**config.mk**
```make
export PLATFORM = sky130hd
export DESIGN_NAME = keypad_scan_encoder
export DESIGN_NICKNAME = d
export VERILOG_FILES = /design/src/rtl/keypad_scan_encoder.sv
export SDC_FILE = /design/constraint.sdc
export NUM_CORES = 1
export LEC_CHECK = 0
export CORE_ASPECT_RATIO = 0.6
export CORE_MARGIN = 8
export CORE_UTILIZATION = 45
export CTS_BUF_LIST = sky130_fd_sc_hd__clkbuf_4 sky130_fd_sc_hd__clkbuf_8
export CTS_CLUSTER_DIAMETER = 80
export DETAILED_ROUTE_END_ITERATION = 7
export PLACE_DENSITY = 0.68
export SYNTH_ARGS = -nofsm -noshare
export SYNTH_HDL_FRONTEND = slang
export SYNTH_SLANG_ARGS = --single-unit
```
**constraint.sdc**
```tcl
create_clock -name clk -period 3.6 [get_ports clk]
set_clock_uncertainty 0.2 [all_clocks]
set_input_delay 0.36 -clock clk [delete_from_list [all_inputs] [get_ports clk]]
set_output_delay 0.36 -clock clk [all_outputs]
set_load 0.02 [all_outputs]
```
**src/rtl/keypad_scan_encoder.sv**
```systemverilog
// 4x4 active-low matrix keypad scanner: column rotation, tick-based debounce,
// single-key encoding with a one-clock valid strobe and multi-key suppression.
module keypad_scan_encoder #(
    parameter int SCAN_DIV       = 1000,
    parameter int DEBOUNCE_TICKS = 4
) (
    input  logic       clk,
    input  logic       rst_n,
    input  logic [3:0] row,
    output logic [3:0] col,
    output logic [3:0] key_code,
    output logic       key_valid,
    output logic       key_held,
    output logic       multi_key
);
    localparam int DIV_W = $clog2(SCAN_DIV);
    localparam int DEB_W = $clog2(DEBOUNCE_TICKS + 1);
    localparam logic [DIV_W-1:0] DIV_LAST = DIV_W'(SCAN_DIV - 1);
    localparam logic [DEB_W-1:0] DEB_DONE = DEB_W'(DEBOUNCE_TICKS);

    typedef enum logic [1:0] {SCAN, DEBOUNCE, PRESSED} state_t;

    state_t             r_state;
    logic [3:0]         r_row_meta;
    logic [3:0]         r_row_s;
    logic [DIV_W-1:0]   r_div;
    logic [DEB_W-1:0]   r_deb_cnt;
    logic [1:0]         r_col_idx;
    logic [3:0]         r_pattern;
    logic [3:0]         r_col;
    logic [3:0]         r_key_code;
    logic               r_key_valid;
    logic               r_key_held;
    logic               r_multi_key;

    logic               w_tick;
    logic [DEB_W-1:0]   w_deb_inc;
    logic               w_deb_done;
    logic [1:0]         w_col_adv_idx;
    logic [3:0]         w_col_adv;
    logic [3:0]         w_accept_pat;
    logic [2:0]         w_zero_cnt;
    logic [1:0]         w_zero_row;
    logic               w_accept;

    // NOTE: every register below uses <= so all flops update from the same pre-edge values.
    always_ff @(posedge clk or negedge rst_n) begin
        if (!rst_n) begin
            r_row_meta <= 4'b1111;
            r_row_s    <= 4'b1111;
        end else begin
            r_row_meta <= row;
            r_row_s    <= r_row_meta;
        end
    end

    always_ff @(posedge clk or negedge rst_n) begin
        if (!rst_n)      r_div <= '0;
        else if (w_tick) r_div <= '0;
        else             r_div <= r_div + DIV_W'(1);
    end

    assign w_tick        = (r_div == DIV_LAST);
    assign w_deb_inc     = r_deb_cnt + DEB_W'(1);
    assign w_deb_done    = (w_deb_inc == DEB_DONE);
    assign w_col_adv_idx = r_col_idx + 2'd1;
    assign w_col_adv     = ~(4'b0001 << w_col_adv_idx);
    assign w_accept_pat  = (r_state == SCAN) ? r_row_s : r_pattern;

    always_comb begin
        w_zero_cnt = '0;
        w_zero_row = '0;
        for (int i = 0; i < 4; i++) begin
            if (!w_accept_pat[i]) begin
                w_zero_cnt = w_zero_cnt + 3'd1;
                w_zero_row = 2'(i);
            end
        end
    end

    assign w_accept = w_tick &&
        (((r_state == SCAN) && (r_row_s != 4'b1111) && (DEBOUNCE_TICKS == 1)) ||
         ((r_state == DEBOUNCE) && (r_row_s == r_pattern) && w_deb_done));

    always_ff @(posedge clk or negedge rst_n) begin
        if (!rst_n) begin
            r_state     <= SCAN;
            r_deb_cnt   <= '0;
            r_col_idx   <= '0;
            r_pattern   <= 4'b1111;
            r_col       <= 4'b1110;
            r_key_code  <= '0;
            r_key_valid <= 1'b0;
            r_key_held  <= 1'b0;
            r_multi_key <= 1'b0;
        end else begin
            r_key_valid <= 1'b0;
            if (w_tick) begin
                case (r_state)
                    SCAN: begin
                        if (r_row_s == 4'b1111) begin
                            r_col_idx <= w_col_adv_idx;
                            r_col     <= w_col_adv;
                        end else begin
                            r_pattern <= r_row_s;
                            r_state   <= DEBOUNCE;
                            r_deb_cnt <= DEB_W'(1);
                        end
                    end
                    DEBOUNCE: begin
                        if (r_row_s == r_pattern) begin
                            r_deb_cnt <= w_deb_inc;
                        end else begin
                            r_state   <= SCAN;
                            r_deb_cnt <= '0;
                            r_col_idx <= w_col_adv_idx;
                            r_col     <= w_col_adv;
                        end
                    end
                    PRESSED: begin
                        if (r_row_s != 4'b1111) begin
                            r_deb_cnt <= '0;
                        end else if (w_deb_done) begin
                            r_state     <= SCAN;
                            r_deb_cnt   <= '0;
                            r_key_held  <= 1'b0;
                            r_multi_key <= 1'b0;
                            r_col_idx   <= w_col_adv_idx;
                            r_col       <= w_col_adv;
                        end else begin
                            r_deb_cnt <= w_deb_inc;
                        end
                    end
                    default: r_state <= SCAN;
                endcase
            end
            // Acceptance is placed last so it overrides the plain counting above.
            if (w_accept) begin
                r_state   <= PRESSED;
                r_deb_cnt <= '0;
                if (w_zero_cnt == 3'd1) begin
                    r_key_code  <= {w_zero_row, r_col_idx};
                    r_key_valid <= 1'b1;
                    r_key_held  <= 1'b1;
                end else begin
                    r_multi_key <= 1'b1;
                end
            end
        end
    end

    assign col       = r_col;
    assign key_code  = r_key_code;
    assign key_valid = r_key_valid;
    assign key_held  = r_key_held;
    assign multi_key = r_multi_key;

endmodule

```
* Yosys cells after proc, flatten, opt, wreduce, memory -nomap -nowiden
Index checks and enable logic that the tools add are counted. Widths: inputs -> output; s select.
Word-level totals: memory bits (writable) 0, register bits after elaboration 40, output and inout port bits 11, word-level logic and storage cells 96, bits in read-only memories 0, memories 0, latch bits 0
Cells by class: shift-type cells 1, add/sub/neg operators 6, bitwise operators 2, $lt $le $gt $ge 0, div/mod/pow operators 0, multipliers 0, reductions and logical operators 12, eq/ne operators 16, muxes and demuxes 47
Operator list (count):
- $mux 3 | 9
- $mux 2 | 12
- $mux 4 | 5
- $mux 1 | 16
- $add 3x1->3 const B | 4
- $ne 3x3->1 const B | 4
- $pmux 2 s3 | 2
- $pmux 4 s3 | 1
- $add 10x1->10 const B | 1
- $eq 10x10->1 const B | 1
- $mux 10 | 1
- $pmux 3 s3 | 1
- $ne 2x2->1 const B | 3
- $reduce_and 3->1 | 2
- $reduce_and 6->1 | 1
- $reduce_and 5->1 | 1
- $eq 4x4->1 | 1
- $eq 4x4->1 const B | 1
- $ne 4x4->1 const B | 1
- $not 4->4 | 1
- $reduce_bool 4->1 | 1
- $shl 1x2->4 const A | 1
- $eq 3x1->1 const B | 1
- $eq 3x3->1 const B | 1
- 10 further kinds | 12

* Logic depth before layout (Yosys ltp)
word-level depth 12, mapped depth 14, mapped depth without buffers 13

* Worst setup path after synthesis
No wires, ideal clock.
path kind reg2reg, from register r_state[0], to register r_key_code[0] (netlist: key_code[0]), cell stages (with the launch flop) 14, path buffers 1, arrival 2939 ps, setup time 125 ps, clock period less this slack 3264 ps, setup slack 336 ps, cells stage by stage dfrtp_1 inv_1 ha_1 buf_2 mux2_2 inv_1 ha_1 xnor2_1 ha_1 xor2_1 nor4_1 a221oi_1 nand2b_4 mux2_4
On the way: cells in the longest elaborated chain, start to end 11, elaborated cells on any way between the ends 15
RTL lines:
- from (decl) | line 23 | state_t r_state;
- from (signal assigned) | line 87 | r_state <= SCAN;
- from (signal assigned) | line 106 | r_state <= DEBOUNCE;
- from (signal assigned) | line 114 | r_state <= SCAN;
- $logic_not 2->1 | line 68 | assign w_accept_pat = (r_state == SCAN) ? r_row_s : r_pattern;
- $mux 4 | line 68
- $mux 1 | line 74 | if (!w_accept_pat[i]) begin
- $add 3x1->3 | line 75 | w_zero_cnt = w_zero_cnt + 3'd1;
- $mux 3 | line 74
- $add 3x1->3 | line 75
- $mux 3 | line 74
- $add 3x1->3 | line 75
- $mux 3 | line 74
- $eq 3x1->1 | line 141 | if (w_zero_cnt == 3'd1) begin
- $reduce_and 2->1 (no source line) *
- to (signal assigned) | line 142 | r_key_code <= {w_zero_row, r_col_idx};
- to (decl) | line 31 | logic [3:0] r_key_code;
Mark *: on every way between the ends. The rest lies on a longest branch, timed or not. A chain may end at the register's enable or synchronous reset.

* Final worst setup path
from register r_state[1], to register r_key_code[0] (netlist: key_code[0])
The elaborated chain is that of the path after synthesis.

==> reports/metrics.cfg <==
[status]
status=finished, violations left
violations=negative hold slack

[synthesis]
syn_area_per_cell_um2=11.23
synth_edf_count=0
yosys.area_share.simple=0.1495
syn-cell-area_um2=2101
yosys_warnings=0
synth_mux_area_frac=0.08636
async_flop_share=1.000
synthFlopType=dfrtp_1
ys_seq_area_frac=0.4854
synth_top_family_by_area=simple AND/OR/NAND/NOR gates
synth-seq-cells=40
syn-num-nets=207
synth_xor_area_frac=0.05837
post_synth_num_cell_types=46
synth_cells=187
synth_compound_area_frac=0.1114
synth_adder_area_share=0.08338

[routing]
wl_mm=3.953
drtPass1Iterations=4
antenna_left=0
drc=0
wl_met1_mm=2.209
wl_met3_um=269
vias=1450
drt-wirelength-per-cell_um=14.43
route.met2.wl_mm=1.462
top_layer_used=met4
drt_iter0_drc=68
via_per_inst=5.292

[clocking]
max-clock-path-buffers=2
cts_tree=yes
holdBufCountCts=0
cts-htree-levels=2
cts_resized=0
clkSinkCount=40
cts_buffers=5
root_buffer=clkbuf_8
clk_pin_slew_ps=80
clkLatencyLatePin_ps=290
post-cts-setup-buffers=0

[global_route]
first_global_vias=1401
grt-ovfl-total=0
grt_use_total=0.1228
grt_pass1_wl_mm=6.989
grt_start_max_net_pins=41
antenna_found_initial=0

[floorplanning]
io_pins=17
fp-row-count=19
die-area_um2=7182
die_w_um=104.2
fp.dieH_um=68.93
core_area_um2=4541
start_util=0.4627

[final_layout]
n_antenna_cell=0
layout_common_cells=dfrtp_1 (25), nor2_1 (15), dfstp_2 (15), clkdlybuf4s50_1 (15), ha_1 (14)
fill_cells=395
design_area_um2=2459
final_common_cell=dfrtp_1
areaGrowthSynthToFinish_pct=17.03
layout.nets=230
drive_above_1_share=0.2370

[timing]
fin_ws_ps=296.8
holdWs_ps=-31.51
grt_setup_unrepaired=no
hold_viol_final=25
final_max_slew_viol_count=0
worst_slew_pin_slew_ps=858.5
setup_tns_ps=0
setup_violations=0
fin_crit_sh=0.9175
fmax_mhz=302.7
timing.final.crit_period_ps=3303
relSlewSlack=0.4277

[critical_path]
critical_path.max_stage_delay_ps=420
timing_worst_setup_path_type=reg -> reg
cpMaxStageDelayCell=dfrtp_1
cp_top_family=adder cells
worstPathCellList=inv_1 > ha_1 > mux2_2 > inv_1 > ha_1 > xnor2_1 > ha_1 > nand2b_1 > nor4_1 > a221oi_2 > nand2b_4 > mux2_4
critPathLaunchType=register
cp_max_fo=5
critPathMostFrequentCell=ha_1
required_ps=3580
path_buf_inv=2
cp_data_arrival_time_ps=3280
critPathCaptureType=register

[placement]
routabilityCongestion=0.9560
dp_slack_ps=196.1
placed_area_um2=2341
numPortBuffers=16
dp_hpwl_mm=2.981

[power]
clockPowerShare=0.417
p_total_uw=871.1
combPwrFrac=0.052
seqPwrFrac=0.530
p_switching_uw=180.3
switching_share=0.2070
ir_worst_vdd_mv=0.2795
cell_internal_pwr_uw=690.8
powerDensity_nw_per_um2=354.3
power.leakage_uw=0.001086

[job]
cap_violations=0

[hold_path]
hp-class=in -> async

stage by stage:
step	util	cells
6_report	0.5415	274
5_1_grt	0.5415	274
4_1_cts	0.5401	274
3_5_place_dp	0.5156	266
3_3_place_gp	0.5156	266
2_1_floorplan	-	187
area by class of cell:
type | instances | area (um^2) | area share
Inverter | 12 | 45.04 | 0.01832
Sequential cell | 40 | 1020 | 0.4148
Clock buffer | 6 | 76.32 | 0.03104
Clock inverter | 2 | 35.03 | 0.01425
Multi-Input combinational cell | 133 | 1033 | 0.4204
Tap cell | 63 | 78.83 | 0.03206
Timing Repair Buffer | 18 | 170.2 | 0.06921
per-layer routing:
layer  vias to the layer above  GRT usage
met5                         -          0
met4                         0    0.03757
met3                         2    0.04267
met2                        44     0.1558
met1                       692     0.1849
li1                        712          -
cell usage after synthesis (all sizes together), types with 5 or more instances:
master / count / area share
ha: 14 / 0.083
nand2b: 5 / 0.018
xor2: 5 / 0.021
a21oi: 7 / 0.017
xnor2: 9 / 0.038
mux2: 13 / 0.077
nor2: 15 / 0.027
nand3: 7 / 0.017
dfstp: 15 / 0.19
inv: 12 / 0.021
nand2: 13 / 0.023
dfrtp: 25 / 0.30
o21ai: 9 / 0.021
power groups by stage:
stage	clock (uW)	sequential [uW]	combinational, uW
5_1_grt	401	463	52.3
6_report	364	462	45.6
2_1_floorplan	0	469	26.1
3_5_place_dp	0	470	45.0
4_1_cts	378	462	45.1
3_3_place_gp	0	470	43.5
worst paths after layout:
kind / start / endpoint / slack, ps / depth (start not counted)
max: r_state[1] / key_code[0] / 300 / 12
max in group asynchronous: rst_n / key_code[0] / 2680 / 1
min: rst_n / r_state[1] / -30 / 1
min reg2reg: r_row_meta[1] / r_row_s[1] / 160 / 0
max reg2reg: r_state[1] / key_code[0] / 300 / 12
min in group clk: r_row_meta[1] / r_row_s[1] / 160 / 0
flip-flops by register name, indices dropped and copies added (netlist names):
register / flops
key_code: 4
r_deb_cnt: 3
col: 4
r_col_idx: 2
multi_key: 1
key_valid: 1
r_div: 10
r_row_s: 4
r_row_meta: 4
r_pattern: 4
r_state: 2
key_held: 1
cell families (layout without fill, tap and decap cells):
group	Yosys count	after routing
xor+xnor	14	14
buf+inv	14	38
flops	40	40
mux	15	15
compound gates	34	34
fa+ha+maj	14	14
simple gates	56	56
Note: power is estimated with default switching activity, not from simulation.
==> edit: new RTL, same settings <==
`SCAN_DIV`: 1000 -> 4000.
--- a/src/rtl/keypad_scan_encoder.sv
+++ b/src/rtl/keypad_scan_encoder.sv
@@ -2,5 +2,5 @@
 // single-key encoding with a one-clock valid strobe and multi-key suppression.
 module keypad_scan_encoder #(
-    parameter int SCAN_DIV       = 1000,
+    parameter int SCAN_DIV       = 4000,
     parameter int DEBOUNCE_TICKS = 4
 ) (
Check against the original RTL: same outputs for any inputs over 10 cycles, from zero or initial values and one cycle with rst_n low; that may be too few to reach the edited logic, so the function may still have changed.
==> edit against the unedited design <==
The flow still finishes with violations (negative hold slack). Setup slack worse by 0.026 ns. Sequential cell count up 2. Total power down 3.4%. Combinational power down 11%. Wire length up 1.4%. Final area up 2.8%. Critical path type unchanged. Via count up 1.9%. Area after synthesis up 4.9%.
==> edit: results (changes against the unedited design) <==
Status = finished, violations left (unchanged)
Largest net degree at the start of global routing = 43 (was 41)
First-pass GRT wire length = 7.15 mm (was 6.99 mm)
Placed cells = 280 (was 266)
Final RePlAce weighted congestion = 0.827 (was 0.956)
Final net count = 244 (was 230)
Worst path arrival time = 3.31 ns (was 3.28 ns)
Final hold violation count = 14 (was 25)
Met1 wire length = 2.20 mm (was 2.21 mm)
Worst Setup EP = key_code[2] (was key_code[0])
Xor-xnor portion of the synthesized cell area = 5.96% (was 5.84%)
Adder-Cell Fraction of Synth Area = 7.95% (was 8.34%)
Failing checks = negative hold slack (unchanged)
Post-route insts no fill = 288 (was 274)
Reg2Reg Depth = 11 (was 12)
CP max FO = 5 (unchanged)
Vias in the first global route = 1469 (was 1401)
Combinational Power Share = 4.8% (was 5.2%)
Global routing usage on met2 = 15.3% (was 15.6%)
# fillers = 411 (was 395)
Max reg flops = 12 (was 10)
Register area share after synthesis = 48.5% (about the same)
DRT iter0 DRCs = 88 (was 68)
Multi-input logic area = 1080 um2 (was 1030 um2)
Power Combinational = 0.0000405 W (was 0.0000456 W)
Dpl hpwl = 2.96 mm (was 2.98 mm)
WL met2 = 1.57 mm (was 1.46 mm)
Worst-margin pin slew = 0.898 ns (was 0.858 ns)
Top cells by count, synth = 27 x dfrtp_1, 18 x nand2_1, 17 x nor2_1, 15 x dfstp_2, 14 x ha_1 (was 25 x dfrtp_1, 15 x dfstp_2, 15 x nor2_1, 14 x ha_1, 13 x nand2_1)
Post-placement cell area = 2430 um2 (was 2340 um2)
IR drop worst, VDD = 0.000150 V (was 0.000280 V)
Dpl ws = 0.298 ns (was 0.196 ns)
Tcrit/Tclk final = 92.5% (was 91.8%)
Met3 Use GR = 4.03% (was 4.27%)
Library cells used by synthesis = 44 (was 46)
Multiplexer area fraction after synthesis = 7.72% (was 8.64%)
Crit. Startpoint = r_state[0] (was r_state[1])
Hold slack = -0.00252 ns (was -0.0315 ns)
Share of cells above drive strength 1 = 20.4% (was 23.7%)
GRT Util Overall = 11.9% (was 12.3%)
Reg power frac = 57.6% (was 53.0%)
## edit: cell count changes after synthesis, sizes merged, moves of 3 or more
cell / unedited run / this run
nand2b: 5 / 2
nand2: 13 / 21
and3: 2 / 5
nor2: 15 / 18
## edit: critical path: cells and delay by family, from the launching register on
kind                       cells  cell delay (ns)
xor gates and xnor gates       1             0.18
buffers and inverters          1             0.10
and+or+nand+nor                2             0.44
muxes                          3             0.91
AOI/OAI and AO/OA              1             0.15
adders and majority gates      3             0.81
DFF                            1             0.42
## edit: area by class of cell
type / count / area share (%)
Clock buffer: 6 / 3.27
Clock inverter: 2 / 0.446
Inverter: 11 / 1.63
Multi-Input combinational cell: 147 / 42.8
Sequential cell: 42 / 42.3
Tap cell: 63 / 3.12
Timing Repair Buffer: 17 / 6.44
## edit: worst min path at each step
stage,end,depth (start not counted)
2_1_floorplan,col[0],0
3_3_place_gp,r_row_s[1],0
3_5_place_dp,r_row_s[2],0
4_1_cts,key_code[2],1
6_report,key_code[1],1
5_1_grt,key_code[1],1
